### src/rtl/axi_irq_ctrl.sv
// AXI-lite interrupt controller (edge/level sources, EOI clear); FORCE reg at 0x00C only with IRQ_CTRL_FORCE_EN.
// One-cycle aw/w/ar accept pulses; B/R responses held until bready/rready; o_irq lags PENDING by one cycle.
module axi_irq_ctrl #(
    parameter int AXI_ADDR_BW_p = 12,
    parameter int IRQ_NBR_p     = 8
) (
    input  logic                     clk,
    input  logic                     rst,
    input  logic [AXI_ADDR_BW_p-1:0] i_axi_awaddr,
    input  logic                     i_axi_awvalid,
    output logic                     o_axi_awready,
    input  logic [31:0]              i_axi_wdata,
    input  logic [3:0]               i_axi_wstrb,
    input  logic                     i_axi_wvalid,
    output logic                     o_axi_wready,
    output logic [1:0]               o_axi_bresp,
    output logic                     o_axi_bvalid,
    input  logic                     i_axi_bready,
    input  logic [AXI_ADDR_BW_p-1:0] i_axi_araddr,
    input  logic                     i_axi_arvalid,
    output logic                     o_axi_arready,
    output logic [31:0]              o_axi_rdata,
    output logic [1:0]               o_axi_rresp,
    output logic                     o_axi_rvalid,
    input  logic                     i_axi_rready,
    input  logic [IRQ_NBR_p-1:0]     i_irq_src,
    input  logic [IRQ_NBR_p-1:0]     i_eoi,
    output logic [IRQ_NBR_p-1:0]     o_irq
);
    localparam logic [AXI_ADDR_BW_p-1:0] OFS_PEND  = AXI_ADDR_BW_p'('h000);
    localparam logic [AXI_ADDR_BW_p-1:0] OFS_EN    = AXI_ADDR_BW_p'('h004);
    localparam logic [AXI_ADDR_BW_p-1:0] OFS_MODE  = AXI_ADDR_BW_p'('h008);
    localparam logic [AXI_ADDR_BW_p-1:0] OFS_FORCE = AXI_ADDR_BW_p'('h00C);
    localparam logic [AXI_ADDR_BW_p-1:0] OFS_ACT   = AXI_ADDR_BW_p'('h010);
    localparam logic [1:0] RESP_OKAY   = 2'b00;
    localparam logic [1:0] RESP_SLVERR = 2'b10;

    typedef enum logic {W_IDLE, W_RESP} wr_state_t;
    typedef enum logic {R_IDLE, R_DATA} rd_state_t;

    wr_state_t wr_state_q, wr_state_d;
    rd_state_t rd_state_q, rd_state_d;
    logic [IRQ_NBR_p-1:0] pending_q, pending_d, enable_q, enable_d, mode_q, mode_d;
    logic [IRQ_NBR_p-1:0] src_q, eoi_q, irq_q;
    logic [IRQ_NBR_p-1:0] wd, wm, set_v, clr_v;
    logic [1:0]  bresp_q, bresp_d, rresp_q, rresp_d;
    logic [31:0] rdata_q, rdata_d, rd_val, wmask;
    logic        wr_fire, rd_fire, wr_ok, rd_ok;
    logic        wr_pend, wr_en, wr_mode, wr_force;
    logic        unused_bits;

    // Accept pulses are gated by reset so the bus sees nothing while rst is held.
    assign wr_fire = (wr_state_q == W_IDLE) && i_axi_awvalid && i_axi_wvalid && !rst;
    assign rd_fire = (rd_state_q == R_IDLE) && i_axi_arvalid && !rst;

    assign wmask = {{8{i_axi_wstrb[3]}}, {8{i_axi_wstrb[2]}}, {8{i_axi_wstrb[1]}}, {8{i_axi_wstrb[0]}}};
    assign wm    = wmask[IRQ_NBR_p-1:0];
    assign wd    = i_axi_wdata[IRQ_NBR_p-1:0] & wm;
    assign unused_bits = ^{i_axi_wdata, wmask};

    always_comb begin
        wr_ok    = 1'b0;
        wr_pend  = 1'b0;
        wr_en    = 1'b0;
        wr_mode  = 1'b0;
        wr_force = 1'b0;
        case (i_axi_awaddr)
            OFS_PEND: begin wr_ok = 1'b1; wr_pend = wr_fire; end
            OFS_EN:   begin wr_ok = 1'b1; wr_en   = wr_fire; end
            OFS_MODE: begin wr_ok = 1'b1; wr_mode = wr_fire; end
`ifdef IRQ_CTRL_FORCE_EN
            OFS_FORCE: begin wr_ok = 1'b1; wr_force = wr_fire; end
`endif
            OFS_ACT:  wr_ok = 1'b1;
            default:  wr_ok = 1'b0;
        endcase
    end

    always_comb begin
        rd_ok  = 1'b1;
        rd_val = '0;
        case (i_axi_araddr)
            OFS_PEND: rd_val[IRQ_NBR_p-1:0] = pending_q;
            OFS_EN:   rd_val[IRQ_NBR_p-1:0] = enable_q;
            OFS_MODE: rd_val[IRQ_NBR_p-1:0] = mode_q;
`ifdef IRQ_CTRL_FORCE_EN
            OFS_FORCE: rd_val = '0;
`endif
            OFS_ACT:  rd_val[IRQ_NBR_p-1:0] = pending_q & enable_q;
            default:  rd_ok = 1'b0;
        endcase
    end

    // Set is OR-ed in after clear, so a source still asserted re-pends in the same cycle.
    always_comb begin
        set_v     = (mode_q & i_irq_src & ~src_q) | (~mode_q & i_irq_src) | (wr_force ? wd : '0);
        clr_v     = (i_eoi & ~eoi_q) | (wr_pend ? wd : '0);
        pending_d = (pending_q & ~clr_v) | set_v;
        enable_d  = wr_en   ? ((enable_q & ~wm) | wd) : enable_q;
        mode_d    = wr_mode ? ((mode_q & ~wm) | wd)   : mode_q;
    end

    always_comb begin
        wr_state_d = wr_state_q;
        bresp_d    = bresp_q;
        case (wr_state_q)
            W_IDLE: if (wr_fire) begin
                wr_state_d = W_RESP;
                bresp_d    = wr_ok ? RESP_OKAY : RESP_SLVERR;
            end
            W_RESP: if (i_axi_bready) wr_state_d = W_IDLE;
            default: wr_state_d = W_IDLE;
        endcase
    end

    always_comb begin
        rd_state_d = rd_state_q;
        rdata_d    = rdata_q;
        rresp_d    = rresp_q;
        case (rd_state_q)
            R_IDLE: if (rd_fire) begin
                rd_state_d = R_DATA;
                rdata_d    = rd_val;
                rresp_d    = rd_ok ? RESP_OKAY : RESP_SLVERR;
            end
            R_DATA: if (i_axi_rready) rd_state_d = R_IDLE;
            default: rd_state_d = R_IDLE;
        endcase
    end

    always_ff @(posedge clk or posedge rst) begin
        if (rst) begin
            wr_state_q <= W_IDLE;
            rd_state_q <= R_IDLE;
            pending_q  <= '0;
            enable_q   <= '0;
            mode_q     <= '0;
            src_q      <= '0;
            eoi_q      <= '0;
            irq_q      <= '0;
            bresp_q    <= '0;
            rresp_q    <= '0;
            rdata_q    <= '0;
        end else begin
            wr_state_q <= wr_state_d;
            rd_state_q <= rd_state_d;
            pending_q  <= pending_d;
            enable_q   <= enable_d;
            mode_q     <= mode_d;
            src_q      <= i_irq_src;
            eoi_q      <= i_eoi;
            irq_q      <= pending_q & enable_q;
            bresp_q    <= bresp_d;
            rresp_q    <= rresp_d;
            rdata_q    <= rdata_d;
        end
    end

    assign o_axi_awready = wr_fire;
    assign o_axi_wready  = wr_fire;
    assign o_axi_bvalid  = (wr_state_q == W_RESP);
    assign o_axi_bresp   = bresp_q;
    assign o_axi_arready = rd_fire;
    assign o_axi_rvalid  = (rd_state_q == R_DATA);
    assign o_axi_rdata   = rdata_q;
    assign o_axi_rresp   = rresp_q;
    assign o_irq         = irq_q;
endmodule

### config.mk
export PLATFORM = sky130hd
export DESIGN_NAME = axi_irq_ctrl
export DESIGN_NICKNAME = d
export VERILOG_FILES = /design/src/rtl/axi_irq_ctrl.sv
export SDC_FILE = /design/constraint.sdc
export NUM_CORES = 1
export LEC_CHECK = 0
export CAP_MARGIN = 20
export CORE_MARGIN = 10
export CORE_UTILIZATION = 44
export DETAILED_ROUTE_END_ITERATION = 16
export PLACE_DENSITY = 0.83
export SLEW_MARGIN = 30
export SYNTH_ARGS = -nofsm -noshare
export SYNTH_HDL_FRONTEND = slang
export SYNTH_SLANG_ARGS = --single-unit
### constraint.sdc
create_clock -name clk -period 7.7 [get_ports clk]
set_input_delay 1.155 -clock clk [delete_from_list [all_inputs] [get_ports clk]]
set_output_delay 1.155 -clock clk [all_outputs]
set_load 0.1 [all_outputs]
Word level (Yosys, flattened, before mapping)
Cells that the tools add are included.
{ "totals": {"reg_bits": 62, "elab_cells": 65} }
{ "classes": {"n_eq_ne": 6, "mux": 15, "n_bitwise": 21, "reduce_logical": 12} }
{ "op_table": {"columns": ["cell", "count"], "rows": [
  ["$and 8x8->8", 9],
  ["$not 8->8", 5],
  ["$or 8x8->8", 5],
  ["$pmux 8 s4", 1],
  ["$eq 12x3->1 const B", 2],
  ["$eq 12x4->1 const B", 2],
  ["$eq 12x5->1 const B", 2],
  ["$logic_not 12->1", 2],
  ["$mux 1", 9],
  ["$mux 8", 1],
  ["$reduce_or 4->1", 2],
  ["$logic_and 1x1->1", 5],
  ["$mux 2", 2],
  ["$pmux 1 s2", 2],
  ["$reduce_and 2->1", 2],
  ["$not 1->1", 2],
  ["$logic_not 1->1", 1]
]} }

Depth between registers and ports, before layout
{ "logic_depth": {"depth_word": 10, "mapped_depth": 5} }

Least setup slack after synthesis
Ideal clock, no wire load.
{ "synth_path": {"path_kind": "input port to output port", "startpoint": "input rst", "endpoint": "output o_axi_arready", "arrival_ps": 3729, "required_time_ps": 6545, "path_slack_ps": 2816, "path_stages": 3, "cell_sequence": "inv_1 > nand3_1 > inv_1"} }
{ "synth_via": {"elab_chain_cells": 2} }
{ "synth_rtl": {"columns": ["element", "line", "rtl"], "rows": [
  ["from (decl)", "8", "input logic rst,"],
  ["$logic_not 1->1 (no line)", null, null],
  ["$logic_and 1x1->1", "54", "assign rd_fire = (rd_state_q == R_IDLE) && i_axi_arvalid && !rst;"],
  ["to (decl)", "21", "output logic o_axi_arready,"]
]} }
Every way passes these cells.

Final worst setup path
Ends and elaborated chain as after synthesis.

==> results_dict.tcl <==
set metrics [dict create \
    async_flop_share 1.00 \
    finalClockSkew_ns 0.00580 \
    grt.total_usage 0.146 \
    portBuffers 78 \
    hold_path_depth 2 \
    fp-row-count 28 \
    ff2ff_path_depth 4 \
    synthCells 249 \
    drt.antenna.violating_nets 0 \
    crit_required_ns 6.55 \
    cp_max_fo 18 \
    synth.top_cell.area_share 0.541 \
    dieArea_mm2 0.00989 \
    die_x_um 99.4 \
    antenna_found_initial 0 \
    area_growth_pct 34.1 \
    cts_tree "yes" \
    cts_resized 0 \
    cts_setup_buffers 0 \
    power_density_mw_per_mm2 194 \
    critical_path_class "in -> out" \
    slew_viol_final 0 \
    slew_headroom 0.343 \
    final_nets 417 \
    synth_top_area_cell "dfrtp_1" \
    drcViolationCount 0 \
    end_kind "output port" \
    routed_wl_um 7080 \
    htree_num_levels 3 \
    mostFrequentLayoutCells "clkdlybuf4s50_1, dfrtp_1, conb_1" \
    avgSynthCellArea_um2 11.2 \
    rsz0062_at_grt "false" \
    hold_violations 0 \
    status "completed" \
    finalSetupViolations 0 \
    period_minus_slack_ns 4.68 \
    gr-total-overflow 0 \
    hold_path_class "reg -> reg" \
    numCtsBuffers 9 \
    synth_cell_types 36 \
    routedWlPerCell_um 17.1 \
    clock_sinks 60 \
    critPathLaunchType "input port" \
    drt_pass1_iterations 4 \
    syn_area_mm2 0.00278 \
    die_y_um 99.4 \
    ir_drop_mv 0.0852 \
    fmaxAchievable_mhz 214 \
    core_mm2 0.00603 \
    vias 2167 \
    finalPower_mw 0.722 \
    clk_latency_ns 0.34 \
    cap_violations 0 \
    grt_pass1_wl_um 11600 \
    fin_crit_sh 0.608 \
    initial_utilization 0.461 \
    ys.flop_type "dfrtp_1" \
    worstMarginPinSlew_ns 0.983 \
    io_pins 132 \
    dpl.hpwl_um 5380 \
    cts_hold_buf 0 \
    first_global_vias 2366 \
    leakagePower_nw 1.65 \
    drt_iter0_markers 119 \
    final_common_cell "clkdlybuf4s50_1" \
    synth_edf_count 0 \
    vias_per_cell 5.23 \
    clk_pin_slew_worst_paths_ns 0.07 \
    yosys_warnings 0 \
    finalSetupTns_ns 0 \
    cp.arrival_ns 3.52 \
    gp_congestion 0.775 \
    clock-root-buffer "clkbuf_8" \
    yosysSeqAreaShare 0.541 \
    cts_buffer_depth 2 \
    layout-drive-gt1-share 0.130 \
    grt_max_degree 61 \
    num_antenna_cells 0 \
    synthTopCellsByArea "dfrtp_1, mux2_2, buf_4" \
    ys_ff_latch 60 \
]
[worst max-delay path, stage by stage]
cell and delay [ns]:
clkdlybuf4s50_1 0.44, inv_2 0.11, nand3_1 0.44, inv_1 0.22, clkdlybuf4s50_1 1.16
[final timing paths]
check,startpoint,slack [ns],endpoint
worst max register to register,o_axi_bvalid,5.66,flip-flop
worst max-delay path,rst,3.02,o_axi_arready
min in group asynchronous,rst,1.45,src_q[6]
worst min-delay path,o_axi_rdata[1],0.48,o_axi_rdata[1]
max in group asynchronous,rst,5.76,eoi_q[5]
worst min register to register,o_axi_rdata[1],0.48,o_axi_rdata[1]
[synthesized netlist by cell type, types with 2 or more instances]
cell type and number:
a22o_1 6, a22oi_1 2, a32o_1 2, a32oi_1 6
and2_1 8, buf_4 28, clkbuf_1 2, dfrtp_1 60
inv_1 12, mux2_2 19, nand2_1 25, nand2b_1 3
nand3_1 10, nor2_1 6, nor2b_1 2, nor3_1 11
o21ai_0 20, o31ai_1 6, or2b_1 3, or4_1 2
[logic make-up after synthesis]
logic type / after synthesis / synth area share
and+or+nand+nor: 79 / 0.162
AOI/OAI and AO/OA: 47 / 0.123
buffers and inverters: 43 / 0.0960
DFF: 60 / 0.541
muxes: 19 / 0.0771
other: 1 / 0.00135
[metrics by stage]
step / cell area, um^2 / std cells / util / setup slack (ns) / hold WS, ns
3_5_place_dp: 3530 / 398 / 0.587 / 3.01 / 0.473
3_3_place_gp: 3530 / 398 / 0.587 / 3.05 / 0.464
2_1_floorplan: 2870 / 274 / - / 2.82 / 0.469
6_report: 3720 / 414 / 0.618 / 3.02 / 0.480
4_1_cts: 3720 / 414 / 0.618 / 3.00 / 0.487
5_1_grt: 3720 / 414 / 0.618 / 2.87 / 0.515
[area by class of cell]
| type | count | area [um^2] |
|---|---|---|
| inverters | 13 | 48.8 |
| flip-flops and latches | 60 | 1500 |
| fillers | 520 | 2300 |
| multi-input cells | 171 | 1100 |
| clock buffers | 12 | 165 |
| repair buffers | 79 | 788 |
| clock inverters | 4 | 22.5 |
| well taps | 75 | 93.8 |
[routing by layer]
layer	global-route usage	part of all wire	vias up	wire, um
met1	0.167	0.40	1062	2850
li1	-	-	999	-
met3	0.0574	0.098	11	691
met5	0	0	-	0
met4	0.0639	0.014	0	101
met2	0.235	0.49	95	3440
[report_power, final]
part           internal [mW]  switching (mW)
clock network          0.141           0.121
registers              0.323         0.00389
logic                 0.0352          0.0975
Note: power is estimated with default switching activity, not from simulation.
